<file path="src/rtl/i2s_pkg.sv">
// i2s_pkg -- shared constants and helpers for the I2S microphone receiver.
//   SLOT_BITS  : bits per channel slot
//   FRAME_BITS : bits per stereo frame (left + right slot)
//   BITCNT_W   : width of the frame bit counter
//   bit_cnt_inc: wrapping increment of the frame bit position
package i2s_pkg;

    localparam int unsigned SLOT_BITS  = 32;
    localparam int unsigned FRAME_BITS = 2 * SLOT_BITS;
    localparam int unsigned BITCNT_W   = $clog2(FRAME_BITS);

    // Frame bit positions with special meaning
    localparam logic [BITCNT_W-1:0] BIT_FIRST  = BITCNT_W'(0);
    localparam logic [BITCNT_W-1:0] BIT_SLOT_R = BITCNT_W'(SLOT_BITS);
    localparam logic [BITCNT_W-1:0] BIT_LAST   = BITCNT_W'(FRAME_BITS - 1);

    // Next frame bit position; wraps from the last position back to 0
    function automatic logic [BITCNT_W-1:0] bit_cnt_inc(input logic [BITCNT_W-1:0] cnt);
        logic [BITCNT_W-1:0] nxt;
        if (cnt == BIT_LAST) begin
            nxt = BIT_FIRST;
        end else begin
            nxt = cnt + BITCNT_W'(1);
        end
        return nxt;
    endfunction

endpackage

</file>
<file path="src/rtl/i2s_mic_rx_if.sv">
// i2s_mic_rx_if -- frame hand-off between the I2S receiver core and its consumer.
//   sample_l / sample_r : last accepted left/right slot words
//   sample_vld          : an un-acked frame is held in sample_l/sample_r
//   sample_ack          : consumer takes the frame
//   overrun             : sticky, a frame was dropped because the previous one was un-acked
//   ovr_clr             : consumer clears overrun
// modport master = receiver core, modport slave = consumer.
interface i2s_mic_rx_if;
    import i2s_pkg::*;

    logic [SLOT_BITS-1:0] sample_l;
    logic [SLOT_BITS-1:0] sample_r;
    logic                 sample_vld;
    logic                 sample_ack;
    logic                 overrun;
    logic                 ovr_clr;

    modport master (
        output sample_l, sample_r, sample_vld, overrun,
        input  sample_ack, ovr_clr
    );

    modport slave (
        input  sample_l, sample_r, sample_vld, overrun,
        output sample_ack, ovr_clr
    );

endinterface

</file>
<file path="src/rtl/i2s_sck_gen.sv">
// i2s_sck_gen -- I2S bit-clock generator.
//   clk          : HCLK
//   rst          : synchronous active-high reset
//   en           : 1 = run, 0 = force SCK low and clear the divider next cycle
//   sck          : registered bit clock, idle low, SCK = clk / (2*CLK_DIV)
//   fall_tick    : cycle whose closing edge drives SCK 1->0
//   rise_tick    : cycle whose closing edge drives SCK 0->1
//   capture_tick : last HCLK of the SCK high phase (the data sampling point)
module i2s_sck_gen #(
    parameter int unsigned CLK_DIV = 4
) (
    input  logic clk,
    input  logic rst,
    input  logic en,
    output logic sck,
    output logic fall_tick,
    output logic rise_tick,
    output logic capture_tick
);

    localparam logic [7:0] DIV_LAST = 8'(CLK_DIV - 1);

    logic [7:0] div_cnt_r;
    logic       sck_r;
    logic       at_last_s;

    assign at_last_s = (div_cnt_r == DIV_LAST);

    // Ticks are gated by en so nothing fires in the cycle an abort is requested.
    // The last high-phase HCLK is exactly the one whose terminal count drops SCK,
    // so the capture tick and the fall tick coincide.
    assign fall_tick    = en & at_last_s & sck_r;
    assign rise_tick    = en & at_last_s & ~sck_r;
    assign capture_tick = en & at_last_s & sck_r;
    assign sck          = sck_r;

    // Half-period divider and SCK toggle register
    always_ff @(posedge clk) begin
        if (rst) begin
            div_cnt_r <= 8'd0;
            sck_r     <= 1'b0;
        end else if (!en) begin
            div_cnt_r <= 8'd0;
            sck_r     <= 1'b0;
        end else if (at_last_s) begin
            div_cnt_r <= 8'd0;
            sck_r     <= ~sck_r;
        end else begin
            div_cnt_r <= div_cnt_r + 8'd1;
        end
    end

endmodule

</file>
<file path="src/rtl/i2s_mic_rx.sv">
// i2s_mic_rx -- I2S master receiver for a stereo microphone.
//   HCLK     : single clock
//   HRESET   : synchronous active-high reset
//   en       : 1 = generate SCK/WS and capture, 0 = idle/abort current frame
//   SD       : serial data from the microphone, asynchronous
//   SCK, WS  : I2S bit clock (idle low) and word select (0 = left slot)
//   bus      : frame hand-off (sample_l/r, sample_vld/ack, overrun/ovr_clr)
// Standard I2S framing with the 1-bit delay: the left word occupies positions
// 1..SLOT_BITS, the right word SLOT_BITS+1..FRAME_BITS-1 plus position 0 of the
// following frame, whose capture completes the frame.
module i2s_mic_rx
    import i2s_pkg::*;
#(
    parameter int unsigned CLK_DIV = 4
) (
    input  logic         HCLK,
    input  logic         HRESET,
    input  logic         en,
    input  logic         SD,
    output logic         SCK,
    output logic         WS,
    i2s_mic_rx_if.master bus
);

    logic                 sck_s;
    logic                 fall_tick_s;
    logic                 rise_tick_s;
    logic                 capture_tick_s;

    logic                 sd_meta_r;
    logic                 sd_sync_r;

    logic [BITCNT_W-1:0]  bit_cnt_r;
    logic [BITCNT_W-1:0]  bit_cnt_nxt_s;
    logic                 ws_r;
    logic [SLOT_BITS-1:0] shift_r;
    logic [SLOT_BITS-1:0] shift_nxt_s;
    logic [SLOT_BITS-1:0] left_hold_r;
    logic                 left_ok_r;
    logic                 armed_r;
    logic                 capture_s;
    logic                 frame_done_s;
    logic                 ovr_set_s;

    logic [SLOT_BITS-1:0] sample_l_r;
    logic [SLOT_BITS-1:0] sample_r_r;
    logic                 sample_vld_r;
    logic                 overrun_r;

    i2s_sck_gen #(
        .CLK_DIV      (CLK_DIV)
    ) u_sck_gen (
        .clk          (HCLK),
        .rst          (HRESET),
        .en           (en),
        .sck          (sck_s),
        .fall_tick    (fall_tick_s),
        .rise_tick    (rise_tick_s),
        .capture_tick (capture_tick_s)
    );

    assign bit_cnt_nxt_s = bit_cnt_inc(bit_cnt_r);
    assign shift_nxt_s   = {shift_r[SLOT_BITS-2:0], sd_sync_r};

    // A capture is only honoured after the matching rising edge was generated.
    assign capture_s     = capture_tick_s & armed_r;

    // Position 0 completes a frame only once a left word exists; this discards
    // position 0 of the first frame after en rises.
    assign frame_done_s  = capture_s & (bit_cnt_r == BIT_FIRST) & left_ok_r;
    assign ovr_set_s     = frame_done_s & sample_vld_r & ~bus.sample_ack;

    // Two-flop synchroniser for the asynchronous SD input
    always_ff @(posedge HCLK) begin
        if (HRESET) begin
            sd_meta_r <= 1'b0;
            sd_sync_r <= 1'b0;
        end else begin
            sd_meta_r <= SD;
            sd_sync_r <= sd_meta_r;
        end
    end

    // Bit position, word select, shift register and left-word latch
    always_ff @(posedge HCLK) begin
        if (HRESET) begin
            bit_cnt_r   <= BIT_FIRST;
            ws_r        <= 1'b0;
            shift_r     <= '0;
            left_hold_r <= '0;
            left_ok_r   <= 1'b0;
            armed_r     <= 1'b0;
        end else if (!en) begin
            bit_cnt_r   <= BIT_FIRST;
            ws_r        <= 1'b0;
            shift_r     <= '0;
            left_hold_r <= '0;
            left_ok_r   <= 1'b0;
            armed_r     <= 1'b0;
        end else begin
            if (rise_tick_s) begin
                armed_r <= 1'b1;
            end else if (capture_s) begin
                armed_r <= 1'b0;
            end
            if (capture_s) begin
                shift_r <= shift_nxt_s;
                if (bit_cnt_r == BIT_SLOT_R) begin
                    left_hold_r <= shift_nxt_s;
                    left_ok_r   <= 1'b1;
                end
            end
            // WS follows the position being entered, changing on the SCK fall
            if (fall_tick_s) begin
                bit_cnt_r <= bit_cnt_nxt_s;
                ws_r      <= (bit_cnt_nxt_s >= BIT_SLOT_R);
            end
        end
    end

    // Frame hand-off: load or drop completed frames, ack handling, sticky overrun
    always_ff @(posedge HCLK) begin
        if (HRESET) begin
            sample_l_r   <= '0;
            sample_r_r   <= '0;
            sample_vld_r <= 1'b0;
            overrun_r    <= 1'b0;
        end else begin
            if (frame_done_s) begin
                // An ack in the completion cycle frees the holding registers in time
                if (!sample_vld_r || bus.sample_ack) begin
                    sample_l_r   <= left_hold_r;
                    sample_r_r   <= shift_nxt_s;
                    sample_vld_r <= 1'b1;
                end
            end else if (sample_vld_r && bus.sample_ack) begin
                sample_vld_r <= 1'b0;
            end
            // Set has priority over clear
            if (ovr_set_s) begin
                overrun_r <= 1'b1;
            end else if (bus.ovr_clr) begin
                overrun_r <= 1'b0;
            end
        end
    end

    assign SCK            = sck_s;
    assign WS             = ws_r;
    assign bus.sample_l   = sample_l_r;
    assign bus.sample_r   = sample_r_r;
    assign bus.sample_vld = sample_vld_r;
    assign bus.overrun    = overrun_r;

endmodule

</file>
<file path="src/flat_wrapper.sv">
// flat-port wrapper written by rule: the top's interface ports become plain ports
module i2s_mic_rx_flat import i2s_pkg::*;
#(
    parameter int unsigned CLK_DIV = 4
)
  (HCLK, HRESET, en, SD, SCK, WS, bus_sample_l, bus_sample_r, bus_sample_vld, bus_overrun, bus_sample_ack, bus_ovr_clr);
  i2s_mic_rx_if bus_i ();
  input  logic HCLK;
  input  logic HRESET;
  input  logic en;
  input  logic SD;
  output logic SCK;
  output logic WS;
  output wire logic [$bits(bus_i.sample_l)-1:0] bus_sample_l;
  output wire logic [$bits(bus_i.sample_r)-1:0] bus_sample_r;
  output wire logic [$bits(bus_i.sample_vld)-1:0] bus_sample_vld;
  output wire logic [$bits(bus_i.overrun)-1:0] bus_overrun;
  input wire logic [$bits(bus_i.sample_ack)-1:0] bus_sample_ack;
  input wire logic [$bits(bus_i.ovr_clr)-1:0] bus_ovr_clr;
  assign bus_sample_l = bus_i.sample_l;
  assign bus_sample_r = bus_i.sample_r;
  assign bus_sample_vld = bus_i.sample_vld;
  assign bus_overrun = bus_i.overrun;
  assign bus_i.sample_ack = bus_sample_ack;
  assign bus_i.ovr_clr = bus_ovr_clr;
  i2s_mic_rx #(.CLK_DIV(CLK_DIV)) u_core (.HCLK(HCLK), .HRESET(HRESET), .en(en), .SD(SD), .SCK(SCK), .WS(WS), .bus(bus_i));
endmodule
</file>
<file path="config.mk">
export PLATFORM = sky130hd
export DESIGN_NAME = i2s_mic_rx_flat
export DESIGN_NICKNAME = d
export VERILOG_FILES = /design/src/rtl/i2s_pkg.sv /design/src/rtl/i2s_mic_rx_if.sv /design/src/rtl/i2s_sck_gen.sv /design/src/rtl/i2s_mic_rx.sv /design/src/flat_wrapper.sv
export SDC_FILE = /design/constraint.sdc
export NUM_CORES = 1
export LEC_CHECK = 0
export ABC_CLOCK_PERIOD_IN_PS = 3500
export BUFFER_PORTS_ARGS = -buffer_cell sky130_fd_sc_hd__buf_2
export CAP_MARGIN = 10
export CORE_ASPECT_RATIO = 1.4
export CORE_MARGIN = 1.5
export CORE_UTILIZATION = 47
export DETAILED_ROUTE_END_ITERATION = 8
export PLACE_DENSITY = 0.64
export SYNTH_ARGS = -nofsm -noshare
export SYNTH_HDL_FRONTEND = slang
export SYNTH_SLANG_ARGS = --single-unit
</file>
<file path="constraint.sdc">
create_clock -name HCLK -period 3.5 [get_ports HCLK]
set_input_delay 0.7 -clock HCLK [delete_from_list [all_inputs] [get_ports HCLK]]
set_output_delay 0.7 -clock HCLK [all_outputs]
set_load 0.02 [all_outputs]
</file>
==> summary.txt <==
Cells and area
  – N_diodes: 0
  – Share of post-route cells with drive strength above 1: 17.3%
  – Commonest non-fill, non-tap cell in the layout: dfxtp_1
  – Most frequent cells in the layout: dfxtp_1 (149), a21oi_1 (132), nand3_1 (103)
  – Post-Layout Cell Count: 879
  – Syn-to-layout area delta: 17.5%
  – Final net count: 728
  – Core Util, Final: 56.4%

GRT
  – Vias in the first global route: 4645
  – Total gr overflow: 0
  – GR Util All Layers: 22.9%
  – Initial antenna violation count: 0
  – First-pass GRT wire length: 23100 um
  – Largest net degree at the start of global routing: 45

Synthesis
  – YS warnings: 0
  – Area share of the largest cell type after synthesis: 52.6%
  – Async set-reset flop share out of synthesis: 0%
  – Mapped Nets: 686
  – Post-Syn Instances: 677
  – Top post-synthesis cells by area: dfxtp_1 (53%), a21oi_1 (12%), nand3_1 (9.2%), o21ai_0 (8.9%), nand2_1 (4.6%)
  – Main synth FF type: dfxtp_1
  – Post-synthesis area per instance: 8.38 um^2
  – Register area share after synthesis: 52.6%
  – Synth Cell Area: 0.00567 mm^2
  – Area leader, netlist: dfxtp_1
  – Post-synth EDFFs: 0
  – Library cells used by synthesis: 36
  – Seq cells post-synth: 149

Floorplanning
  – Core Rows: 47
  – Die ar.: 0.0127 mm^2
  – Initial Util: 48.0%
  – Die H: 133 um
  – Number of I/O pins: 74
  – Die width: 95.9 um
  – Core ar.: 0.0118 mm^2

Detailed routing
  – Total number of vias: 4948
  – Max Used Layer: met4
  – Via-to-Cell Ratio: 5.63
  – Detail Route met2 WL: 6880 um
  – Met3 routed WL: 568 um
  – Final wirelength: 13600 um
  – Met1 wire length: 6020 um
  – Starting DRC count in detailed routing: 351
  – Pre-Repair DR Iteration Count: 5
  – Drt drc: 0
  – Routed WL per cell: 15.5 um
  – Final ANT Viol Nets: 0

Clock network
  – CTS Sinks: 149
  – Clock transition at the registers of the reported paths: 0.06 ns
  – Post-CTS resize count: 0
  – # Post-CTS Setup Buffers: 0
  – H-tree levels: 4
  – CTS Buf Count: 17
  – Clock latency on the worst-skew pair: 0.41 ns
  – Clock Tree Buf Depth: 2
  – CTS tree: yes
  – Hold Buf Count CTS: 0
  – Root Buffer: clkbuf_16

Power
  – Total power: 3.67 mW
  – IR drop worst, VDD: 0.306 mV
  – Cell Pwr Density: 551 mW/mm^2
  – Leakage: 2.36 nW

Placed design
  – # placed instances: 847
  – Port-buffer cells: 73
  – Setup slack at placement: 0.640 ns
  – Final GP Congestion: 0.785
  – Post-DP HPWL: 8510 um

Critical path
  – Worst EP required: 3.77 ns
  – CP max stage cell: nand4_2
  – Cell Chain, Critical Path: ha_1 > nor4b_4 > nand4_2 > buf_4 > o21ai_0 > a21oi_1
  – CP Max Fanout: 44
  – CP peak stage delay: 0.80 ns
  – CP Buf/Inv Count: 1
  – CP delay by family, top: simple AND/OR/NAND/NOR gates
  – Crit. End Element: flop
  – Critical Path Start Type: flop
  – Critical Path AT: 3.05 ns
  – Critical path class: flop to flop

STA
  – RSZ-0062 raised after global routing: false
  – Setup ws final: 0.714 ns
  – Final Slew Violations: 0
  – Final worst path period need: 2.79 ns
  – Setup tns final: 0 ns
  – Post-route clock period utilization: 79.6%
  – Final-report hold violation count: 0
  – Slew @ Worst Pin: 1.01 ns
  – Max Clock Skew: 0.00736 ns
  – FMAX: 0.359 GHz
  – Final setup violation count: 0
  – Headroom to the max-slew limit: 32.5%

Min path
  – HP Class: flop to flop

Job
  – # Max-Cap Violations: 0

Run status
  – Outcome: completed
==> area by class of cell <==
class / instances / area [um^2]
timing repair buffer: 86 / 475
fill: 1122 / 5150
tap: 147 / 184
inverter: 2 / 7.51
clock buffer: 22 / 484
multi-input combinational: 463 / 2380
clock inverter: 10 / 150
sequential: 149 / 2980
==> state kept, by name, indices dropped and copies added (netlist names) <==
signal	cells
u_core.WS	1
u_core.armed_r	1
u_core.bit_cnt_r	6
u_core.bus.overrun	1
u_core.bus.sample_l	32
u_core.bus.sample_r	32
u_core.bus.sample_vld	1
u_core.left_hold_r	32
u_core.left_ok_r	1
u_core.sd_meta_r	1
u_core.sd_sync_r	1
u_core.shift_r	31
u_core.u_sck_gen.div_cnt_r	8
u_core.u_sck_gen.sck	1
==> metrics by stage <==
stage | hold slack, ns | cell area, um^2
floorplan | 0.414 | 5670
global placement | 0.430 | 6030
detailed placement | 0.427 | 6030
CTS | 0.445 | 6670
global route | 0.472 | 6670
finish | 0.437 | 6670
==> cell families after synthesis <==
kind of cell	count (synthesis)	synth area share (%)
AO/OA/AOI/OAI	238	21.3
AND/OR/NAND/NOR	212	18.2
flip-flops	149	52.6
buffers and inverters	65	5.65
XOR/XNOR	8	1.24
adder cells (fa/ha/maj)	3	0.662
multiplexers	2	0.375
==> synthesized netlist by cell type (all sizes together) (7+ instances only) <==
library cell  count
nor2             13
nand2            69
and3              7
buf              23
a21oi           132
o21ai           101
xor2              7
clkbuf           40
dfxtp           149
nand3           104
==> power breakdown <==
group / internal (mW) / switching [mW] / total, mW
clock: 1.26 / 0.670 / 1.93
combinational: 0.00841 / 0.0302 / 0.0386
sequential: 1.70 / 0.00197 / 1.70
==> final timing paths <==
path,from,to,slack (ns),cells past startpoint
max,u_core.u_sck_gen.div_cnt_r[0],u_core.bus.sample_l[9],0.71,6
min,u_core.sd_meta_r,u_core.sd_sync_r,0.44,1
max reg2reg,u_core.u_sck_gen.div_cnt_r[0],u_core.bus.sample_l[9],0.71,6
min reg2reg,u_core.sd_meta_r,u_core.sd_sync_r,0.44,1
==> routing by layer <==
metal / GRT usage [%] / vias to the layer above
met3: 5.80 / 10
met5: 0 / -
met2: 37.1 / 112
met4: 6.05 / 0
met1: 29.9 / 2357
li1: - / 2469
Note: power is estimated with default switching activity, not from simulation.
